===== src/rtl/forwarding_unit_gen_pkg.sv =====
// Shared definitions for the EXE-stage forwarding unit: select encoding,
// the shadow-pipeline entry layout and the select-width derivation.
package forwarding_unit_gen_pkg;

    // Select value meaning "take the operand from the register file".
    localparam int FWD_SEL_RF = 0;

    // Widest register address the shadow entries can hold. Narrower address
    // buses are zero-extended on entry, which keeps equality compares exact.
    localparam int FWD_MAX_ADDR_W = 8;

    // One in-flight writer as tracked by the shadow pipeline.
    typedef struct packed {
        logic                      valid;
        logic                      wb_en;
        logic                      is_load;
        logic [FWD_MAX_ADDR_W-1:0] dest;
    } shadow_entry_t;

    // Bits needed to encode "register file" plus stages 1..depth-1.
    function automatic int fwd_sel_w(input int depth);
        if (depth <= 2) begin
            return 1;
        end
        return $clog2(depth);
    endfunction

endpackage


===== src/rtl/forwarding_unit_gen_match_prio.sv =====
// Per-operand priority matcher: compares one ID source address against the
// forwarding candidates (EXE..stage DEPTH-2) and reports the youngest live
// writer, plus whether any matching writer is a load that is not ready yet.
module fwd_match_prio
    import forwarding_unit_gen_pkg::*;
#(
    parameter int DEPTH      = 3,
    parameter int LOAD_RDY   = 2,
    parameter int ZERO_NOFWD = 0,
    parameter int SEL_W      = 2
) (
    input  shadow_entry_t [DEPTH-2:0] cand_i,
    input  logic [FWD_MAX_ADDR_W-1:0] src_i,
    input  logic                      used_i,
    output logic                      hit_o,
    output logic [SEL_W-1:0]          idx_o,
    output logic                      load_haz_o
);

    logic [DEPTH-2:0] candLive;

    // A candidate is live when it will really write a register; register 0
    // is optionally treated as a hard-wired zero that never forwards.
    always_comb begin
        candLive = '0;
        for (int j = 0; j < DEPTH - 1; j++) begin
            candLive[j] = cand_i[j].valid & cand_i[j].wb_en &
                          ~((ZERO_NOFWD != 0) && (cand_i[j].dest == '0));
        end
    end

    // Scan oldest to youngest so the youngest matching writer wins the index;
    // the load hazard flag collects every matching not-yet-ready load.
    always_comb begin
        hit_o      = 1'b0;
        idx_o      = '0;
        load_haz_o = 1'b0;
        for (int j = DEPTH - 2; j >= 0; j--) begin
            if (used_i && candLive[j] && (cand_i[j].dest == src_i)) begin
                hit_o = 1'b1;
                idx_o = SEL_W'(j);
                if (cand_i[j].is_load && (j + 1 < LOAD_RDY)) begin
                    load_haz_o = 1'b1;
                end
            end
        end
    end

endmodule


===== src/rtl/forwarding_unit_gen.sv =====
// Parametrised EXE-stage forwarding unit. Tracks in-flight writers in a
// shadow pipeline, produces a registered forwarding select per EXE operand,
// raises a load-use stall toward IF/ID and counts stall cycles.
// The final (WB) stage is not stored: its writer is never a forwarding
// candidate because the register file is write-through, so only the
// DEPTH-1 compare stages need registers.
module forwarding_unit_gen
    import forwarding_unit_gen_pkg::*;
#(
    parameter int REG_ADDR_W = 4,
    parameter int NUM_SRC    = 3,
    parameter int DEPTH      = 3,
    parameter int SEL_W      = fwd_sel_w(DEPTH),
    parameter int LOAD_RDY   = 2,
    parameter int ZERO_NOFWD = 0,
    parameter int CNT_W      = 16
) (
    input  logic                          clk,
    input  logic                          rst,
    input  logic                          pipe_en,
    input  logic                          flush,
    input  logic                          fwd_en,
    input  logic                          id_valid,
    input  logic                          id_wb_en,
    input  logic                          id_is_load,
    input  logic [REG_ADDR_W-1:0]         id_dest,
    input  logic [NUM_SRC*REG_ADDR_W-1:0] id_src,
    input  logic [NUM_SRC-1:0]            id_src_used,
    output logic                          hazard_stall,
    output logic [NUM_SRC*SEL_W-1:0]      exe_sel,
    output logic [CNT_W-1:0]              stall_cnt
);

    localparam int NCAND = DEPTH - 1;

    shadow_entry_t [NCAND-1:0] shadow_q;
    shadow_entry_t [NCAND-1:0] shadow_d;
    logic [NUM_SRC*SEL_W-1:0]  exe_sel_q;
    logic [NUM_SRC*SEL_W-1:0]  exe_sel_d;
    logic [CNT_W-1:0]          stall_cnt_q;
    logic [CNT_W-1:0]          stall_cnt_d;

    logic [NUM_SRC-1:0]        opHit;
    logic [NUM_SRC-1:0]        opLoadHaz;
    logic [NUM_SRC-1:0]        opStall;
    logic [NUM_SRC*SEL_W-1:0]  opIdx;
    logic                      idAccept;

    genvar g;
    generate
        for (g = 0; g < NUM_SRC; g++) begin : gen_op
            logic [FWD_MAX_ADDR_W-1:0] srcAddr;
            assign srcAddr = FWD_MAX_ADDR_W'(id_src[g*REG_ADDR_W +: REG_ADDR_W]);

            fwd_match_prio #(
                .DEPTH      (DEPTH),
                .LOAD_RDY   (LOAD_RDY),
                .ZERO_NOFWD (ZERO_NOFWD),
                .SEL_W      (SEL_W)
            ) u_match (
                .cand_i     (shadow_q),
                .src_i      (srcAddr),
                .used_i     (id_src_used[g]),
                .hit_o      (opHit[g]),
                .idx_o      (opIdx[g*SEL_W +: SEL_W]),
                .load_haz_o (opLoadHaz[g])
            );
        end
    endgenerate

    // Stall when an operand depends on a writer whose data cannot be
    // bypassed yet; a flushed or empty ID slot never stalls.
    always_comb begin
        opStall      = fwd_en ? opLoadHaz : opHit;
        hazard_stall = id_valid & ~flush & (|opStall);
        idAccept     = id_valid & ~flush & ~hazard_stall;
    end

    // Advance the shadow pipeline; a rejected ID instruction becomes a bubble.
    always_comb begin
        shadow_d = shadow_q;
        for (int k = NCAND - 1; k >= 1; k--) begin
            shadow_d[k] = shadow_q[k-1];
        end
        shadow_d[0] = '0;
        if (idAccept) begin
            shadow_d[0].valid   = 1'b1;
            shadow_d[0].wb_en   = id_wb_en;
            shadow_d[0].is_load = id_is_load;
            shadow_d[0].dest    = FWD_MAX_ADDR_W'(id_dest);
        end
    end

    // Writer at compare stage j sits one stage further on once ID enters EXE.
    always_comb begin
        for (int i = 0; i < NUM_SRC; i++) begin
            exe_sel_d[i*SEL_W +: SEL_W] = SEL_W'(FWD_SEL_RF);
            if (idAccept && fwd_en && opHit[i]) begin
                exe_sel_d[i*SEL_W +: SEL_W] = opIdx[i*SEL_W +: SEL_W] + SEL_W'(1);
            end
        end
    end

    // Saturating count of cycles in which the pipeline really stalled.
    always_comb begin
        stall_cnt_d = stall_cnt_q;
        if (hazard_stall && (stall_cnt_q != {CNT_W{1'b1}})) begin
            stall_cnt_d = stall_cnt_q + CNT_W'(1);
        end
    end

    // State update: reset beats freeze, freeze holds everything.
    always_ff @(posedge clk) begin
        if (!rst) begin
            shadow_q    <= '0;
            exe_sel_q   <= '0;
            stall_cnt_q <= '0;
        end else if (pipe_en) begin
            shadow_q    <= shadow_d;
            exe_sel_q   <= exe_sel_d;
            stall_cnt_q <= stall_cnt_d;
        end
    end

    assign exe_sel   = exe_sel_q;
    assign stall_cnt = stall_cnt_q;

endmodule


===== config.mk =====
export PLATFORM = sky130hd
export DESIGN_NAME = forwarding_unit_gen
export DESIGN_NICKNAME = d
export VERILOG_FILES = /design/src/rtl/forwarding_unit_gen_pkg.sv /design/src/rtl/forwarding_unit_gen_match_prio.sv /design/src/rtl/forwarding_unit_gen.sv
export SDC_FILE = /design/constraint.sdc
export NUM_CORES = 1
export LEC_CHECK = 0
export BUFFER_PORTS_ARGS = -buffer_cell sky130_fd_sc_hd__buf_4
export CORE_UTILIZATION = 41
export CTS_CLUSTER_DIAMETER = 100
export DETAILED_ROUTE_END_ITERATION = 7
export SKIP_CTS_REPAIR_TIMING = 1
export SYNTH_ARGS = -nofsm -noshare
export SYNTH_HDL_FRONTEND = slang
export SYNTH_SLANG_ARGS = --single-unit

===== constraint.sdc =====
create_clock -name clk -period 2.45 [get_ports clk]
set_input_delay 0.245 -clock clk [delete_from_list [all_inputs] [get_ports clk]]
set_output_delay 0.245 -clock clk [all_outputs]
set_load 0.02 [all_outputs]

**Word level (Yosys, flattened, before mapping)**

Index checks and enable logic that the tools add are counted.

- Input bits: 27
- Register bits: 43

- Equal/unequal tests: 7
- Bitwise gates (word level): 7
- Reductions and logical operators: 19
- Mux-type cells: 21
- $add $sub $neg: 4

Operator list:

| cell | number |
|---|---|
| $eq 8x4->1 | 6 |
| $logic_and 1x1->1 | 17 |
| $add 16x1->16 const B | 1 |
| $ne 16x16->1 const B | 1 |
| $mux 1 | 13 |
| $mux 2 | 6 |
| $mux 11 | 1 |
| $add 2x1->2 const B | 3 |
| $and 1x1->1 | 5 |
| $mux 3 | 1 |
| $reduce_or 3->1 | 1 |
| $not 1->1 | 2 |
| $reduce_and 2->1 | 1 |

**Longest topological paths before layout**

- Word-level depth: 13
- Depth in mapped cells: 9
- Gate-level depth less buffers: 6

**Modules after synthesis**

Synthesis repeated with hierarchy kept, for this count alone.

- Cells, all modules: 267
- Area total of the unflattened synthesis: 2341.0 um^2

Modules (own cells, without submodules):

| module | cells an instance | times used | sequential area each (um^2) | area each (um^2) |
|---|---|---|---|---|
| forwarding_unit_gen | 180 | 1 | 720.7 | 1680.4 |
| fwd_match_prio | 29 | 3 | 0.0 | 220.2 |

**Least setup slack after synthesis**

OpenSTA, ideal clock, no wires.

- Kind: flip-flop to output port
- From: register shadow_q, in the netlist shadow_d[12]
- To: output hazard_stall
- Path buffers: 2
- Data required time: 2205 ps
- Slack: 305 ps
- Arrival: 1900 ps
- Stages on the path, launching flop included: 8
- Path through: dfxtp_1 > buf_2 > xor2_1 > nor4_2 > or3_1 > buf_6 > o2bb2ai_4 > nor3b_1

- Word-level cells in the longest chain between the ends: 6
- Elaborated cells between the ends (all ways): 15
- Classes of those cells: eq/ne (3); mux (7); bitwise (1); reduce/logical (4)

RTL lines:

| item | RTL line | RTL |
|---|---|---|
| start: declaration | forwarding_unit_gen.sv:36 | `shadow_entry_t [NCAND-1:0] shadow_q;` |
| start signal: assignment | forwarding_unit_gen.sv:119 | `shadow_q <= shadow_d;` |
| $eq 8x4->1 | forwarding_unit_gen_match_prio.sv:39 | `if (used_i && candLive[j] && (cand_i[j].dest == src_i)) begin` |
| $logic_and 1x1->1 | forwarding_unit_gen_match_prio.sv:39 |  |
| $mux 1 | forwarding_unit_gen_match_prio.sv:39 |  |
| $mux 3 * | forwarding_unit_gen.sv:74 | `opStall = fwd_en ? opLoadHaz : opHit;` |
| $reduce_or 3->1 * | forwarding_unit_gen.sv:75 | `hazard_stall = id_valid & ~flush & (\|opStall);` |
| $and 1x1->1 * | forwarding_unit_gen.sv:75 |  |
| end: declaration | forwarding_unit_gen.sv:29 | `output logic hazard_stall,` |

Mark *: on every way between the ends. The rest lies on a longest branch, timed or not.

**Final worst setup path**

Ends and elaborated chain as after synthesis.

==> metrics <==
Power, Total=between 1 and 1.5 mW; share of layout cells above drive strength 1=0.2896; Wirelength per Cell=between 15 and 20 um; number of global-route vias before repair=1861; ys async rst share=0; commonest non-fill, non-tap cell in the layout=buf_4; wl on met1=approximately 2800 um; clk buf depth=2; commonest non-fill, non-tap cells in the layout=buf_4, dfxtp_1, mux2i_1, nand2_1, nor3_1; delay-heaviest family, CP=simple AND/OR/NAND/NOR gates; post-route ant nets=0; RSZ-0062 raised after global routing=no; Netlist cell types=between 40 and 50; Reg2Reg Depth=6; Ant. Diodes=0; Avg Synthesized Cell Area=9.229 um2; highest routing layer actually used=met4; CTS Buf Count=5; met3 WL=229 um; max-slew violations=0; CP max FO=8; Cell Area, Synth=2307 um2; hold crit path type=input pin to flip-flop; Vias/cell=5.490; critical path cell sequence=xor2_1, nor4_4, or3_1, o2bb2ai_4, nor3b_1, buf_4; Final Hold Viols=0; worst flop-to-flop path startpoint=stall_cnt[7]$_SDFFE_PN0P_; DP Cell Count=359; Place WS=0.3176 ns; critical path's slowest cell=dfxtp_1; Initial DRC Count=93; total grt overflow=0; GRT Total Usage=0.1904; status=complete, no violations; setup TNS=0 ns; CP Class=flip-flop to output port; sequential area share after synthesis=0.3037; die height=77.02 um; Area after DPL=2716 um2; htree depth=2; Clock Sinks=35; Initial Utilization=0.4378; Leak=1.337 nW; worst path bufs/invs=1; GPL Wtd Cong=around 0.82; DRT Wirelength=5561 um; worst hold stages=2; max-cap violations=0; Worst Path Required=2.20 ns; Critical Path AT=2.07 ns; Placeable Area=approximately 5300 um2; R2R Path End=stall_cnt[14]$_SDFFE_PN0P_; Total Die Area=slightly below 6000 um2; crit end category=output port; chip width=77.02 um; cell count after synthesis=250; # setup viols final=0; Post-DP HPWL=3995 um; Worst IR Drop VDD=0.2967 mV; first-pass GRT wire length=roughly 9000 um; area delta synth->final=23.54%; Synthesized Nets=278; CP peak stage delay=roughly 0.44 ns; worst setup margin=0.1363 ns; IO Port Bufs=49; Max transition margin=0.5209; ys flop type=dfxtp_1; Pwr Density=394.3 nW/um2; Startpoint Class=flip-flop; worst slew pin tran=0.7187 ns; Clock Pin Slew Worst Setup and Hold Paths=roughly 0.080 ns; initial antenna violation count=0; Clock Skews=between 0.007 and 0.008 ns; fin cells=367; clock root cell=clkbuf_8; CTS tree=yes; R2R setup slack=0.29 ns; DRC Markers=0; count of flip-flops with a built-in enable after synthesis=0; critical path depth=6; Fillers=528; Tcrit/Tclk final=0.9444; Worst Setup SP=shadow_d[12]$_SDFFE_PN0P_; final instance area=2850 um2; Pre-antenna DRT Iters=5; largest net degree at the start of global routing=47; Setup crit end=hazard_stall; io pins=50; worst skew pair latency=~0.3 ns; Layout Nets=324; met2 WL=2470 um; via count=2015; Max Clock Freq=432.2 MHz; Synth Warn #=0; Synth Register Bits=35; Rows=26; fin crit period=2.314 ns
## through the flow
stage / hold slack (ns) / util
floorplan: 0.3974 / -
global placement: 0.4539 / 0.5154
detailed placement: 0.4638 / 0.5154
CTS: 0.1834 / 0.5323
global route: 0.1828 / 0.5408
finish: 0.1851 / 0.5408
## final cells by class
class	instances	area (um2)	area share
sequential	35	700.7	0.2458
clock inverter	3	20.02	0.007024
timing repair buffer	56	420.4	0.1475
clock buffer	5	68.82	0.02414
tap	70	87.58	0.03073
inverter	5	18.77	0.006585
multi-input combinational	193	1534	0.5382
## cells by family after synthesis
| logic type | synth area share |
|---|---|
| xor gates and xnor gates | 0.09111 |
| DFF | 0.3037 |
| AOI/OAI and AO/OA | 0.1676 |
| muxes | 0.1085 |
| adders and majority gates | 0.005422 |
| and+or+nand+nor | 0.2728 |
| buffers and inverters | 0.05097 |
## metal layers
layer | vias to the layer above | track usage
met3 | 10 | 0.04048
met1 | 957 | 0.2573
met4 | 0 | 0.06981
met2 | 41 | 0.2964
met5 | - | 0
li1 | 1007 | -
## flip-flops by register name, indices dropped and copies added (netlist names)
register / count
shadow_q: 6
shadow_d: 7
stall_cnt: 16
exe_sel: 6
## power by group
part,internal (mW),switching [mW]
clock network,0.198,0.224
registers,0.573,0.00586
logic,0.0557,0.0673
## cells in the mapped netlist, types with 7 or more instances
library cell   n  area (um2)
a32o_1         7       70.07
a32oi_2       10       162.7
clkbuf_1       8       30.03
dfxtp_1       35       700.7
mux2i_1       25       250.2
nand2_1       25       93.84
nand2b_1      13       81.33
nand3_1        9       45.04
nor2b_1        8       50.05
nor3_1        20       100.1
nor3b_1        8       60.06
xor2_1        18       157.7
## worst min-delay path by stage
stage	from	endpoint	slack, ns
after global routing	id_wb_en	shadow_d[20]$_SDFFE_PN0P_	0.18
final	id_wb_en	shadow_d[20]$_SDFFE_PN0P_	0.19
after detailed placement	exe_sel[5]$_SDFFE_PN0P_	exe_sel[5]$_SDFFE_PN0P_	0.46
after floorplan	rst	stall_cnt[0]$_SDFFE_PN0P_	0.40
after global placement	exe_sel[5]$_SDFFE_PN0P_	exe_sel[5]$_SDFFE_PN0P_	0.45
after CTS	id_wb_en	shadow_d[20]$_SDFFE_PN0P_	0.18
Note: power is estimated with default switching activity, not from simulation.
